==> config.mk <==
export PLATFORM = sky130hd
export DESIGN_NAME = seven_seg_scan_ctrl
export DESIGN_NICKNAME = d
export VERILOG_FILES = /design/src/rtl/seven_seg_scan_ctrl.sv
export SDC_FILE = /design/constraint.sdc
export NUM_CORES = 1
export LEC_CHECK = 0
export ABC_CLOCK_PERIOD_IN_PS = 3360
export CAP_MARGIN = 25
export CORE_MARGIN = 2
export CORE_UTILIZATION = 47
export CTS_CLUSTER_SIZE = 28
export DETAILED_ROUTE_END_ITERATION = 10
export PLACE_DENSITY_LB_ADDON = 0.2
export SYNTH_ARGS = -nofsm -noshare
export SYNTH_HDL_FRONTEND = slang
export SYNTH_SLANG_ARGS = --single-unit
==> constraint.sdc <==
create_clock -name clk_i -period 3.36 [get_ports clk_i]
set_input_delay 0.672 -clock clk_i [delete_from_list [all_inputs] [get_ports clk_i]]
set_output_delay 0.672 -clock clk_i [all_outputs]
set_load 0.005 [all_outputs]
==> src/rtl/seven_seg_scan_ctrl.sv <==
// Multiplexed seven-segment display controller with a small bus slave:
// a DATA register of hex nibbles and a CTRL register for enable, blink and decimal points.
module seven_seg_scan_ctrl #(
  parameter logic [31:0] BASE_ADDR    = 32'h6000_0000,
  parameter int          NUM_DIGITS   = 4,
  parameter int          SCAN_DIV     = 50000,
  parameter int          BLINK_ROUNDS = 64
) (
  input  logic                  clk_i,
  input  logic                  rst_i,
  input  logic                  en_i,
  input  logic                  we_i,
  input  logic                  re_i,
  input  logic [31:0]           addr_i,
  input  logic [31:0]           wdata_i,
  output logic [31:0]           rdata_o,
  output logic [7:0]            seg_o,
  output logic [NUM_DIGITS-1:0] an_o
);

  localparam int IDX_W = (NUM_DIGITS > 1) ? $clog2(NUM_DIGITS) : 1;
  localparam int PS_W  = $clog2(SCAN_DIV);
  localparam int RND_W = (BLINK_ROUNDS > 1) ? $clog2(BLINK_ROUNDS) : 1;

  localparam logic [31:0]      DATA_ADDR = BASE_ADDR;
  localparam logic [31:0]      CTRL_ADDR = BASE_ADDR + 32'd4;
  localparam logic [PS_W-1:0]  PS_LAST   = PS_W'(SCAN_DIV - 1);
  localparam logic [IDX_W-1:0] IDX_LAST  = IDX_W'(NUM_DIGITS - 1);
  localparam logic [RND_W-1:0] RND_LAST  = RND_W'(BLINK_ROUNDS - 1);

  // Active-low segment pattern, bit order g..a.
  function automatic logic [6:0] hex_to_seg(input logic [3:0] nib);
    logic [6:0] seg;
    case (nib)
      4'h0:    seg = 7'b1000000;
      4'h1:    seg = 7'b1111001;
      4'h2:    seg = 7'b0100100;
      4'h3:    seg = 7'b0110000;
      4'h4:    seg = 7'b0011001;
      4'h5:    seg = 7'b0010010;
      4'h6:    seg = 7'b0000010;
      4'h7:    seg = 7'b1111000;
      4'h8:    seg = 7'b0000000;
      4'h9:    seg = 7'b0010000;
      4'hA:    seg = 7'b0001000;
      4'hB:    seg = 7'b0000011;
      4'hC:    seg = 7'b1000110;
      4'hD:    seg = 7'b0100001;
      4'hE:    seg = 7'b0000110;
      4'hF:    seg = 7'b0001110;
      default: seg = 7'b1111111;
    endcase
    return seg;
  endfunction

  logic                  data_sel_s;
  logic                  ctrl_sel_s;
  logic                  wr_data_s;
  logic                  wr_ctrl_s;
  logic                  rd_s;
  logic [31:0]           ctrl_rd_s;
  logic [31:0]           rd_mux_s;
  logic                  ps_wrap_s;
  logic                  idx_wrap_s;
  logic [4:0]            nib_lsb_s;
  logic [3:0]            nibble_s;
  logic [2:0]            dp_sel_s;
  logic                  dp_s;
  logic                  blank_s;

  logic [31:0]           data_r;
  logic                  disp_en_r;
  logic                  blink_en_r;
  logic [7:0]            dp_mask_r;
  logic [31:0]           rdata_r;
  logic [PS_W-1:0]       ps_r;
  logic [IDX_W-1:0]      idx_r;
  logic [RND_W-1:0]      round_r;
  logic                  phase_r;
  logic [7:0]            seg_r;
  logic [NUM_DIGITS-1:0] an_r;

  // Address decode, read mux, scan wrap detection and current-digit selection.
  always_comb begin
    data_sel_s = (addr_i == DATA_ADDR);
    ctrl_sel_s = (addr_i == CTRL_ADDR);
    wr_data_s  = en_i & we_i & data_sel_s;
    wr_ctrl_s  = en_i & we_i & ctrl_sel_s;
    rd_s       = en_i & re_i;
    ctrl_rd_s  = {16'h0000, dp_mask_r, 6'b000000, blink_en_r, disp_en_r};
    if (data_sel_s) begin
      rd_mux_s = data_r;
    end else if (ctrl_sel_s) begin
      rd_mux_s = ctrl_rd_s;
    end else begin
      rd_mux_s = 32'h0000_0000;
    end
    ps_wrap_s  = (ps_r == PS_LAST);
    idx_wrap_s = ps_wrap_s && (idx_r == IDX_LAST);
    nib_lsb_s  = 5'({idx_r, 2'b00});
    nibble_s   = data_r[nib_lsb_s +: 4];
    dp_sel_s   = 3'(idx_r);
    dp_s       = ~dp_mask_r[dp_sel_s];
    blank_s    = ~disp_en_r | (blink_en_r & ~phase_r);
  end

  // Register file and registered read port; a read sees the pre-write contents.
  always_ff @(posedge clk_i) begin
    if (rst_i) begin
      data_r     <= 32'h0000_0000;
      disp_en_r  <= 1'b0;
      blink_en_r <= 1'b0;
      dp_mask_r  <= 8'h00;
      rdata_r    <= 32'h0000_0000;
    end else begin
      if (wr_data_s) begin
        data_r <= wdata_i;
      end
      if (wr_ctrl_s) begin
        disp_en_r  <= wdata_i[0];
        blink_en_r <= wdata_i[1];
        dp_mask_r  <= wdata_i[15:8];
      end
      if (rd_s) begin
        rdata_r <= rd_mux_s;
      end
    end
  end

  // Prescaler, digit index, round counter and blink phase.
  always_ff @(posedge clk_i) begin
    if (rst_i) begin
      ps_r    <= {PS_W{1'b0}};
      idx_r   <= {IDX_W{1'b0}};
      round_r <= {RND_W{1'b0}};
      phase_r <= 1'b1;
    end else begin
      if (ps_wrap_s) begin
        ps_r <= {PS_W{1'b0}};
        if (idx_wrap_s) begin
          idx_r <= {IDX_W{1'b0}};
        end else begin
          idx_r <= idx_r + IDX_W'(1);
        end
      end else begin
        ps_r <= ps_r + PS_W'(1);
      end
      // A CTRL write restarts the blink cycle in the visible phase.
      if (wr_ctrl_s) begin
        round_r <= {RND_W{1'b0}};
        phase_r <= 1'b1;
      end else if (idx_wrap_s) begin
        if (round_r == RND_LAST) begin
          round_r <= {RND_W{1'b0}};
          phase_r <= ~phase_r;
        end else begin
          round_r <= round_r + RND_W'(1);
        end
      end
    end
  end

  // Registered segment and anode drive.
  always_ff @(posedge clk_i) begin
    if (rst_i) begin
      seg_r <= 8'hFF;
      an_r  <= {NUM_DIGITS{1'b1}};
    end else if (blank_s) begin
      seg_r <= 8'hFF;
      an_r  <= {NUM_DIGITS{1'b1}};
    end else begin
      seg_r <= {dp_s, hex_to_seg(nibble_s)};
      an_r  <= ~(NUM_DIGITS'(1'b1) << idx_r);
    end
  end

  assign rdata_o = rdata_r;
  assign seg_o   = seg_r;
  assign an_o    = an_r;

endmodule
Word-level counts from Yosys, hierarchy flattened
Memory sizes are Yosys's and may differ from the RTL's. A register that Yosys moved wholly into a read port is not among the register bits. Cells that the tools add are included. Widths: inputs -> output; s select.

ROM bits: 112. Register bits: 111. Memories kept: 1. Logic and storage cells: 44. Output and inout port bits: 44.

Bitwise gates (word level): 10. Order comparisons: 1. Eq/ne operators: 5. Shift-type cells: 2. Add/subtract/negate cells: 3. Multiplexer cells: 6. Reduce and logical (&&, ||, !) cells: 5.

Memory list: (name not given) (depth 16, width 7, rd ports 1, clocked after Yosys merged registers in 1, wr ports 0, line 34) `case (nib)`.

Operators by type and width (count): $eq 32x31->1 const B (2); $mux 32 (1); $shiftx 32x5->4 (1); $add 16x1->16 const B (1); $eq 16x16->1 const B (1); $mux 16 (1); $add 6x1->6 const B (1); $eq 6x6->1 const B (1); $mux 6 (1); $reduce_or 2->1 (3); $and 1x1->1 (5); $lt 2x4->1 const B (1); $not 4->4 (1); $shl 1x2->4 const A (1); $not 1->1 (3); $add 2x1->2 const B (1); $bmux 1 s2 (1); $eq 2x2->1 const B (1); $mux 2 (1); $reduce_and 2->1 (1); $logic_and 1x1->1 (1); $mux 1 (1); $or 1x1->1 (1).

Logic depth before layout (Yosys ltp)
Gate-level depths: netlist (run 1).

Depth in word-level cells: 4. Gate-level depth with buffers: 7. Depth with buffers taken out: 6.

Least setup slack after synthesis (run 1)
OpenSTA, ideal clock, no wires.

Path type: in2reg. From: in addr_i[23]. To: reg disp_en_r. Data required time: 3.228 ns. Buffers on the path: 1. Cell stages on the path: 5. Data arrival time: 1.765 ns. Path slack: 1.462 ns. Cell sequence: nor4b_1 nand4_1 clkbuf_1 o31ai_1 a21oi_1.

Longest elaborated chain between the ends: 2.

RTL lines: from (decl) (line 14) `input logic [31:0] addr_i,`; $eq 32x31->1 (line 86) `ctrl_sel_s = (addr_i == CTRL_ADDR);`; $and 1x1->1 (line 88) `wr_ctrl_s = en_i & we_i & ctrl_sel_s;`; to (signal assigned) (line 120) `disp_en_r <= wdata_i[0];`; to (decl) (line 72) `logic disp_en_r;`.

No other way between the ends. A chain may end at the register's enable or synchronous reset.

Worst setup path in the final report (run 1)
From: in addr_i[31]. To: reg round_r[0].

Longest elaborated chain between the ends: 3.

RTL lines: $eq 32x31->1 (line 86); $and 1x1->1 (line 88); $reduce_or 2->1 (no source line); to (signal assigned) (line 135) `round_r <= {RND_W{1'b0}};`; to (signal assigned) (line 150) `round_r <= {RND_W{1'b0}};`; to (signal assigned) (line 154) `round_r <= {RND_W{1'b0}};`; to (decl) (line 78) `logic [RND_W-1:0] round_r;`.

No other way between the ends.

==> summary.md, run 1 <==
| Metric | Value |
|---|---|
| Min-Delay Endpoint | `rdata_o[6]$_SDFFE_PP0P_` |
| Routed wl met3 | `972 microns` |
| Rows | `38` |
| Initial Util | `48.22%` |
| Reg2Reg Depth | `6` |
| Sequence of cells on the critical path | `clkdlybuf4s50_1 > nor4b_1 > and4_2 > buf_12 > a31o_2 > nor3_1` |
| Critical path capture point type | `flip-flop` |
| Yosys warns | `0` |
| Postcts setup bufs | `0` |
| Worst path arrival time | `2620 ps` |
| Post-synthesis cell count | `592` |
| Slowest CP cell | `and4_2` |
| PD cells | `343.5 nW/um^2` |
| Die Area | `11,980 sq um` |
| Hold Path Cell Cnt | `2` |
| Sw Ratio | `25.18%` |
| Residual DRC | `0` |
| Internal power | `1.687 mW` |
| Final setup viols | `0` |
| M1 wire length | `5776 microns` |
| Dominant cells by area after synthesis | `dfxtp_1 (43%), a21oi_1 (7.9%), nand4_1 (6.8%)` |
| Placer Congestion | `0.8482` |
| Design area | `6563 sq um` |
| FF+latch count, synth | `111` |
| GR Overflow Total | `0` |
| CP Class | `input port to flip-flop` |
| WL final | `13,390 microns` |
| NetSw | `0.5675 mW` |
| Placed instance area | `6374 sq um` |
| Die height | `109.5 microns` |
| IO Port Bufs | `112` |
| CP Max Fanout | `36` |
| Worst slew pin tran | `859.4 ps` |
| Clk buf depth | `2` |
| Clock share of power | `34.6%` |
| Ant. Diodes | `0` |
| Clock Skews | `11.46 ps` |
| Max_cap viols | `0` |
| Hold_buf cts | `0` |
| Clock slew at reported path FFs | `110 ps` |
| Nets | `752` |
| 1st-iter DRT viols | `416` |
| FFs w/ async S/R, synth | `0%` |
| IO Pins | `113` |
| Worst hold slack | `457.5 ps` |
| R2r endpoint | `seg_o[6]$_SDFF_PP1_` |
| CTS tree | `yes` |
| CTS Root Cell | `clkbuf_8` |
| Relative slew slack | `42.71%` |
| Fillers | `966` |
| Yosys top cell area share | `42.51%` |
| Worst min-delay path startpoint | `rdata_o[6]$_SDFFE_PP0P_` |
| Synth Net Count | `673` |
| Post-route setup TNS | `0 ps` |
| PostCTS Resize Cnt | `0` |
| Clk_lat worst skew | `390 ps` |
| Slowest stage delay, CP | `530 ps` |
| Sequential power share | `58.6%` |
| Largest net degree at the start of global routing | `76` |
| Synth Area per Inst | `8.830 sq um` |
| Register-to-register path setup slack | `1150 ps` |
| Core ar. | `10,840 sq um` |
| Final Cycle Share | `69.99%` |
| Area Overhead vs Synth | `25.54%` |
| Synth unique cells | `47` |
| Data required, critical path | `3630 ps` |
| First-pass iteration count of the detailed router | `5` |
| RSZ-0062 raised after global routing | `no` |
| Fin cells | `816` |
| Hold Vio Cnt, Final | `0` |
| Chip Width | `109.5 microns` |
| Final min period | `2352 ps` |
| Pleak | `2.025 nW` |
| DR vias | `4,862` |
| Max Clock Freq | `425.2 MHz` |
| Routed Antenna Nets | `0` |
| Wire length of the first global-routing pass | `21,590 microns` |
| Status | `finished clean` |
| Drt wl/cell | `16.41 microns` |
| Vias in the first global route | `4,393` |
| Highest routing layer actually used | `met4` |
| Number of H-tree levels | `3` |
| Startpoint types | `input port` |
| Post-synth EDFFs | `0` |
| Top FF cell, synth | `dfxtp_1` |
| Total Power | `2.254 mW` |
| Hpwl dp | `9074 microns` |
| Mapped Area | `5228 sq um` |
| Yosys top cell by area | `dfxtp_1` |
| Part of the power in combinational logic | `6.8%` |
| Initial antenna violation count | `0` |
| CTS Sinks | `111` |
| CTS buffer count | `9` |
| Post-synthesis sequential area ratio | `42.51%` |
| Hold/Removal Path Class | `flip-flop to flip-flop` |
| GRT Util Overall | `22.68%` |
| Routed met2 length | `6418 microns` |
| Maximum vdd drop | `271.0 uV` |
| Share of cells above drive strength 1 | `8.136%` |
| Via/cell ratio | `5.958` |
| # placed instances | `800` |
| Pins Over Slew Limit | `0` |
| R2r startpoint | `idx_r[0]$_SDFFE_PP0P_` |
-- cells in the mapped netlist (12+ instances only) --
| cell | count |
|---|---|
| dfxtp_1 | 111 |
| a21oi_1 | 82 |
| nand4_1 | 57 |
| nand2_1 | 48 |
| o31ai_1 | 42 |
| clkbuf_1 | 35 |
| nand3_1 | 31 |
| nor2_1 | 24 |
| nor3b_1 | 23 |
| xnor2_1 | 14 |
| inv_1 | 13 |
| ha_1 | 12 |
-- power groups by stage --
stage / Combinational [mW] / Sequential, mW / Clock (mW)
after global routing: 0.164 / 1.32 / 0.839
after global placement: 0.152 / 1.35 / 0
after CTS: 0.153 / 1.32 / 0.790
final: 0.154 / 1.32 / 0.779
after detailed placement: 0.152 / 1.35 / 0
after floorplan: 0.0535 / 1.35 / 0
-- metrics by stage --
stage	utilization [%]	worst slack, ps
floorplan	-	1462
global placement	58.79	713.6
detailed placement	58.79	647.9
CTS	60.54	1052
global route	60.54	875.5
finish	60.54	1008
-- registers in the layout, summed over array words and instances, names as in the netlist --
signal / flops
phase_r: 1
dp_mask_r: 8
data_r: 32
round_r: 6
disp_en_r: 1
rdata_o: 32
ps_r: 16
blink_en_r: 1
seg_o: 8
an_o: 4
idx_r: 2
-- worst max-delay path: cells and delay by family --
family          cells  cell delay, ps
compound gates      1             270
buf+inv             2             640
simple gates        3            1020
-- worst max-delay path by stage --
stage	from	endpoint	slack, ps	depth (start not counted)
2_1_floorplan	addr_i[23]	disp_en_r$_SDFFE_PP0P_	1460	5
6_report	addr_i[31]	round_r[0]$_SDFFE_PP0P_	1010	6
5_1_grt	addr_i[23]	data_r[29]$_SDFFE_PP0P_	880	6
4_1_cts	addr_i[31]	data_r[26]$_SDFFE_PP0P_	1050	6
3_3_place_gp	addr_i[31]	rdata_o[22]$_SDFFE_PP0P_	710	6
3_5_place_dp	addr_i[31]	data_r[26]$_SDFFE_PP0P_	650	6
-- kinds of logic after synthesis --
| logic type | after synthesis | synth area share, % |
|---|---|---|
| simple gates | 226 | 24.70 |
| compound gates | 140 | 16.16 |
| flops | 111 | 42.51 |
| buf+inv | 69 | 6.008 |
| mux | 19 | 5.242 |
| xor+xnor | 15 | 2.513 |
| fa+ha+maj | 12 | 2.872 |
-- metal layers --
metal / global-route usage [%] / up-vias
met5: 0 / -
met4: 6.329 / 0
met3: 5.987 / 21
met2: 36.73 / 191
met1: 29.87 / 2299
li1: - / 2351
-- area by class of cell --
type	count	area [sq um]	area share [%]
clock buffers	9	123.9	1.888
inverters	13	48.80	0.7436
well taps	140	175.2	2.669
multi-input cells	412	2696	41.09
repair buffers	124	1231	18.76
clock inverters	7	65.06	0.9914
flip-flops and latches	111	2222	33.86
-- cell usage in the layout, fill, tap and decap left out, types with 8 or more instances in the layout --
| cell | synthesis | layout |
|---|---|---|
| dfxtp_1 | 111 | 111 |
| clkdlybuf4s50_1 | 0 | 111 |
| a21oi_1 | 82 | 82 |
| nand4_1 | 57 | 57 |
| nand2_1 | 48 | 48 |
| o31ai_1 | 42 | 42 |
| nand3_1 | 31 | 31 |
| nor3b_1 | 23 | 23 |
| nor2_1 | 24 | 23 |
| xnor2_1 | 14 | 14 |
| inv_1 | 13 | 13 |
| ha_1 | 12 | 12 |
| mux2_2 | 11 | 11 |
| buf_4 | 7 | 10 |
| clkbuf_8 | 0 | 9 |
| nor4_1 | 8 | 8 |
| nor3_1 | 8 | 8 |
(Power assumes the default switching activity.)
==> run 2, diff against run 1 <==
ABC_CLOCK_PERIOD_IN_PS = 2100   (was 3360)
CORE_UTILIZATION = 46   (was 47)
clock period = 2.1 ns   (was 3.36 ns; I/O delays follow)
==> run 2 against run 1 <==
Net effect:
- non-clock buffer count up 16
- die area up 2.1%
- hold slack worse by 8.3 ps
- sequential cell count unchanged
- design area up 4.2%
- critical path type unchanged
- wire length up 4.0%
- sequential power up 60%
- combinational power up 71%
- setup slack worse by 850 ps
==> summary.md, run 2 (same netlist as run 1, synthesis figures left out) <==
| Metric | Value |
|---|---|
| Clock slew at reported path FFs | `70 ps` |
| CTS buffer count | `9` |
| Number of H-tree levels | `3` |
| Commonest non-fill, non-tap cell in the layout | `clkdlybuf4s50_1` |
| Final setup viols | `0` |
| Die height | `110.6 microns` |
| Initial Util | `47.60%` |
| IO Port Bufs | `112` |
| IO Pins | `113` |
| Hold/Removal Path Class | `flip-flop to flip-flop` |
| DR vias | `4,915` |
| Max Clock Freq | `514.1 MHz` |
| Internal power | `3.183 mW` |
| Critical path capture point type | `flip-flop` |
| Clk_lat worst skew | `350 ps` |
| RSZ-0062 raised after global routing | `no` |
| Postcts setup bufs | `0` |
| Worst slew pin tran | `486.0 ps` |
| Register-to-register path setup slack | `240 ps` |
| Ant. Diodes | `0` |
| Hpwl dp | `9760 microns` |
| Vias in the first global route | `4,650` |
| Part of the power in combinational logic | `6.4%` |
| Max_cap viols | `0` |
| Relative slew slack | `67.51%` |
| Design area | `6839 sq um` |
| Post-route setup TNS | `0 ps` |
| Wire length of the first global-routing pass | `23,090 microns` |
| Via/cell ratio | `5.907` |
| Residual DRC | `0` |
| Nets | `768` |
| Clk buf depth | `2` |
| Clock Skews | `6.315 ps` |
| Routed Antenna Nets | `0` |
| Post-place setup slack | `-157.8 ps` |
| Pins Over Slew Limit | `0` |
| CP Class | `input port to flip-flop` |
| WL final | `13,920 microns` |
| Die Area | `12,230 sq um` |
| Sequence of cells on the critical path | `clkdlybuf4s50_1 > nor4b_1 > and4_2 > buf_12 > nand4_1 > a21oi_1` |
| First-pass iteration count of the detailed router | `5` |
| GRT Util Overall | `22.80%` |
| Pleak | `2.163 nW` |
| Sw Ratio | `22.06%` |
| Share of cells above drive strength 1 | `10.40%` |
| Hold Vio Cnt, Final | `0` |
| Data required, critical path | `2380 ps` |
| Initial antenna violation count | `0` |
| GR Overflow Total | `0` |
| Worst path arrival time | `2230 ps` |
| CTS Sinks | `111` |
| Startpoint types | `input port` |
| Status | `finished clean` |
| Slowest stage delay, CP | `460 ps` |
| Clock share of power | `41.8%` |
| Sequential power share | `51.7%` |
| Final Cycle Share | `92.63%` |
| CTS Root Cell | `clkbuf_16` |
| Largest net degree at the start of global routing | `55` |
| CTS tree | `yes` |
| NetSw | `0.9009 mW` |
| Area Overhead vs Synth | `30.83%` |
| Worst setup margin | `154.8 ps` |
| Most frequent cells in the layout | `clkdlybuf4s50_1 (111), dfxtp_1 (110), a21oi_1 (82)` |
| Core ar. | `10,980 sq um` |
| Final min period | `1945 ps` |
| PD cells | `597.2 nW/um^2` |
| Hold_buf cts | `0` |
| Placer Congestion | `0.8726` |
| Maximum vdd drop | `638.0 uV` |
| CP Max Fanout | `24` |
| Placed instance area | `6544 sq um` |
| Rows | `38` |
| Chip Width | `110.6 microns` |
| Slowest CP cell | `clkdlybuf4s50_1` |
| Drt wl/cell | `16.73 microns` |
| 1st-iter DRT viols | `410` |
-- run 2: cell count changes in the layout (fill, tap and decap cells not counted), sizes merged --
cell / delta
clkinvlp: +1
clkbuf: +1
buf: +16
bufinv: +1
inv: -3
-- run 2: metal layers --
metal	GRT usage (%)	vias up	wire, microns
met5	0	-	0
met4	5.583	0	209
met3	5.873	27	977
met2	37.59	216	6847
met1	29.97	2289	5886
li1	-	2383	-
-- run 2: through the flow --
step	total power, mW	instances	util [%]	hold slack (ps)
final	4.084	832	62.27	449.3
after global routing	4.221	832	62.27	470.8
after CTS	4.125	832	62.30	452.4
after detailed placement	2.422	816	59.58	442.1
after global placement	2.420	816	59.58	438.9
after floorplan	2.246	592	-	430.3
-- run 2: path summary, 6_finish.rpt --
path                                start                       end  cells past startpoint
setup / recovery               addr_i[29]  rdata_o[12]$_SDFFE_PP0P_                      6
hold / removal    rdata_o[7]$_SDFFE_PP0P_   rdata_o[7]$_SDFFE_PP0P_                      2
setup reg to reg    idx_r[0]$_SDFFE_PP0P_       seg_o[4]$_SDFF_PP1_                      5
hold reg to reg   rdata_o[7]$_SDFFE_PP0P_   rdata_o[7]$_SDFFE_PP0P_                      2
-- run 2: worst max-delay path: cells and delay by family --
kind,cells,cell delay [ps]
buffers and inverters,2,660
and+or+nand+nor,3,950
AOI/OAI and AO/OA,1,180
-- run 2: power by group through the flow --
stage / Combinational (mW) / Sequential (mW) / Clock [mW]
2_1_floorplan: 0.0856 / 2.16 / 0
3_3_place_gp: 0.259 / 2.16 / 0
3_5_place_dp: 0.260 / 2.16 / 0
4_1_cts: 0.261 / 2.11 / 1.75
5_1_grt: 0.282 / 2.11 / 1.83
6_report: 0.263 / 2.11 / 1.71
-- run 2: layout make-up --
type	instances	area (sq um)
inverter	13	48.80
multi-input combinational	412	2693
fill	962	4144
tap	140	175.2
sequential	111	2223
timing repair buffer	140	1401
clock inverter	6	68.82
clock buffer	10	229.0
-- run 2: repair_timing --
| action | CTS | global route |
|---|---|---|
| gates resized for setup | 1 | 1 |
| hold endpoints to repair | 0 | 0 |
| endpoints found under the setup margin | 1 | 1 |
==> run 3, diff against run 2 <==
ABC_CLOCK_PERIOD_IN_PS = 1850   (was 2100)
CORE_UTILIZATION = 47   (was 46)
clock period = 1.85 ns   (was 2.1 ns; I/O delays follow)
==> run 3 against run 2 <==
Net effect:
- register-to-register slack worse by 140 ps
- non-clock buffer count increased by 16
- count of clock-buffer cells in the layout decreased by 1
- via count is 0.63% higher
- combinational power increased by 17%
- hold slack got worse by 190 ps
- clock power is 12% lower
- setup slack got worse by 58 ps
- utilization is 2.1 points higher
- final cell count is 1.9% higher
- critical endpoint is now seg_o[4]$_SDFF_PP1_
- largest cell class unchanged
- largest power group unchanged
==> summary.md, run 3 (same netlist as run 1, synthesis figures left out) <==
| Metric | Value |
|---|---|
| Status | `finished clean` |
| Chip Width | `109.5 microns` |
| Total Power | `4.223 mW` |
| Relative slew slack | `66.22%` |
| GRT Util Overall | `23.70%` |
| CTS tree | `yes` |
| CP Max Fanout | `6` |
| Clock slew at reported path FFs | `110 ps` |
| Placer Congestion | `0.8407` |
| Routed Antenna Nets | `0` |
| Vias in the first global route | `4,703` |
| Number of H-tree levels | `3` |
| Final min period | `1753 ps` |
| CP Class | `flip-flop to flip-flop` |
| CTS Sinks | `111` |
| Slowest CP cell | `mux4_2` |
| Pins Over Slew Limit | `0` |
| Share of cells above drive strength 1 | `13.56%` |
| Fillers | `929` |
| Placed instance area | `6719 sq um` |
| Hold/Removal Path Class | `input port to flip-flop` |
| Wire length of the first global-routing pass | `22,430 microns` |
| Startpoint types | `flip-flop` |
| R2r endpoint | `seg_o[4]$_SDFF_PP1_` |
| Die Area | `11,980 sq um` |
| Hold Path Cell Cnt | `2` |
| Design area | `6974 sq um` |
| Worst path arrival time | `2070 ps` |
| IO Port Bufs | `112` |
| IO Pins | `113` |
| PD cells | `605.5 nW/um^2` |
| GR Overflow Total | `0` |
| WL final | `13,810 microns` |
| Rows | `38` |
| R2r startpoint | `idx_r[0]$_SDFFE_PP0P_` |
| Data required, critical path | `2170 ps` |
| Worst min-delay path startpoint | `rst_i` |
| Register-to-register path setup slack | `100 ps` |
| 1st-iter DRT viols | `392` |
| Multi-input gate area | `2720 sq um` |
| DR vias | `4,946` |
| Slowest stage delay, CP | `590 ps` |
| Clock Skews | `14.89 ps` |
| Via/cell ratio | `5.833` |
| Residual DRC | `0` |
| Maximum vdd drop | `370.4 uV` |
| Nets | `784` |
| Pleak | `2.226 nW` |
| Drt wl/cell | `16.29 microns` |
| RSZ-0062 raised after global routing | `no` |
| Hold Vio Cnt, Final | `0` |
| First-pass iteration count of the detailed router | `5` |
| Commonest non-fill, non-tap cell in the layout | `clkdlybuf4s50_1` |
| Die height | `109.5 microns` |
| Sequence of cells on the critical path | `mux4_2 > inv_2 > ha_1 > mux2i_1 > o221ai_1` |
| FF/Latch Area | `2227 sq um` |
| Clk buf depth | `2` |
| Initial antenna violation count | `0` |
| Clk_lat worst skew | `410 ps` |
| Final setup viols | `0` |
| Worst slew pin tran | `506.8 ps` |
| Ant. Diodes | `0` |
| Core ar. | `10,840 sq um` |
| Initial Util | `48.22%` |
| CTS Root Cell | `clkbuf_8` |
| Area Overhead vs Synth | `33.41%` |
| Post-Route Utilization | `64.34%` |
| Largest net degree at the start of global routing | `51` |
| Max_cap viols | `0` |
| Reg2Reg Depth | `5` |
| Min-Delay Endpoint | `rdata_o[11]$_SDFFE_PP0P_` |
| Most frequent cells in the layout | `clkdlybuf4s50_1 (111), dfxtp_1 (109), a21oi_1 (81)` |
| CTS buffer count | `9` |
| Final Cycle Share | `94.77%` |
| Critical path capture point type | `flip-flop` |
| Hpwl dp | `9865 microns` |
| Max Clock Freq | `570.3 MHz` |
[run 3: layout make-up]
cell class                 count  share of cell area [%]
multi-input combinational    412                   39.00
sequential                   111                   31.93
timing repair buffer         156                   22.77
tap                          140                   2.512
clock buffer                   9                   1.776
clock inverter                 7                   1.310
inverter                      13                  0.6997
[run 3: stage by stage]
step	cells	setup slack, ps	hold WS, ps	setup TNS [ps]
2_1_floorplan	592	33.66	430.3	0
3_3_place_gp	831	-324.0	439.6	-21930
3_5_place_dp	831	-347.9	445.9	-22430
4_1_cts	847	33.49	235.5	0
5_1_grt	848	0.2383	249.5	0
6_report	848	96.68	257.5	0
[run 3: what timing repair did]
action                     in CTS  in global routing
gates resized for setup         3                 11
setup endpoints to repair      10                 42
hold buffers                    0                  0
buffers inserted                0                  1
[run 3: how the worst max path moves through the flow]
stage | start | end
3_3_place_gp | addr_i[31] | data_r[18]$_SDFFE_PP0P_
2_1_floorplan | idx_r[0]$_SDFFE_PP0P_ | seg_o[3]$_SDFF_PP1_
5_1_grt | idx_r[0]$_SDFFE_PP0P_ | seg_o[6]$_SDFF_PP1_
6_report | idx_r[0]$_SDFFE_PP0P_ | seg_o[4]$_SDFF_PP1_
4_1_cts | ps_r[0]$_SDFF_PP0_ | phase_r$_SDFFE_PP1P_
3_5_place_dp | addr_i[31] | data_r[18]$_SDFFE_PP0P_
[run 3: critical path: cells and delay by family, from the launching register on]
family / cells / cell delay [ps]
multiplexers: 2 / 690
buffers and inverters: 1 / 120
adder cells (fa/ha/maj): 1 / 270
flip-flops: 1 / 410
AO/OA/AOI/OAI: 1 / 180
[run 3: where the power goes]
| part | internal, mW | total (mW) | switching (mW) |
|---|---|---|---|
| Clock | 0.544 | 1.51 | 0.970 |
| Combinational | 0.174 | 0.309 | 0.136 |
| Sequential | 2.39 | 2.40 | 0.00551 |
[run 3: layer usage]
metal / vias up / GRT usage [%] / share of wire (%)
met5: - / 0 / 0
met4: 0 / 7.957 / 1.7
met3: 17 / 5.928 / 6.8
met2: 193 / 39.11 / 48
met1: 2323 / 30.23 / 44
li1: 2413 / - / -
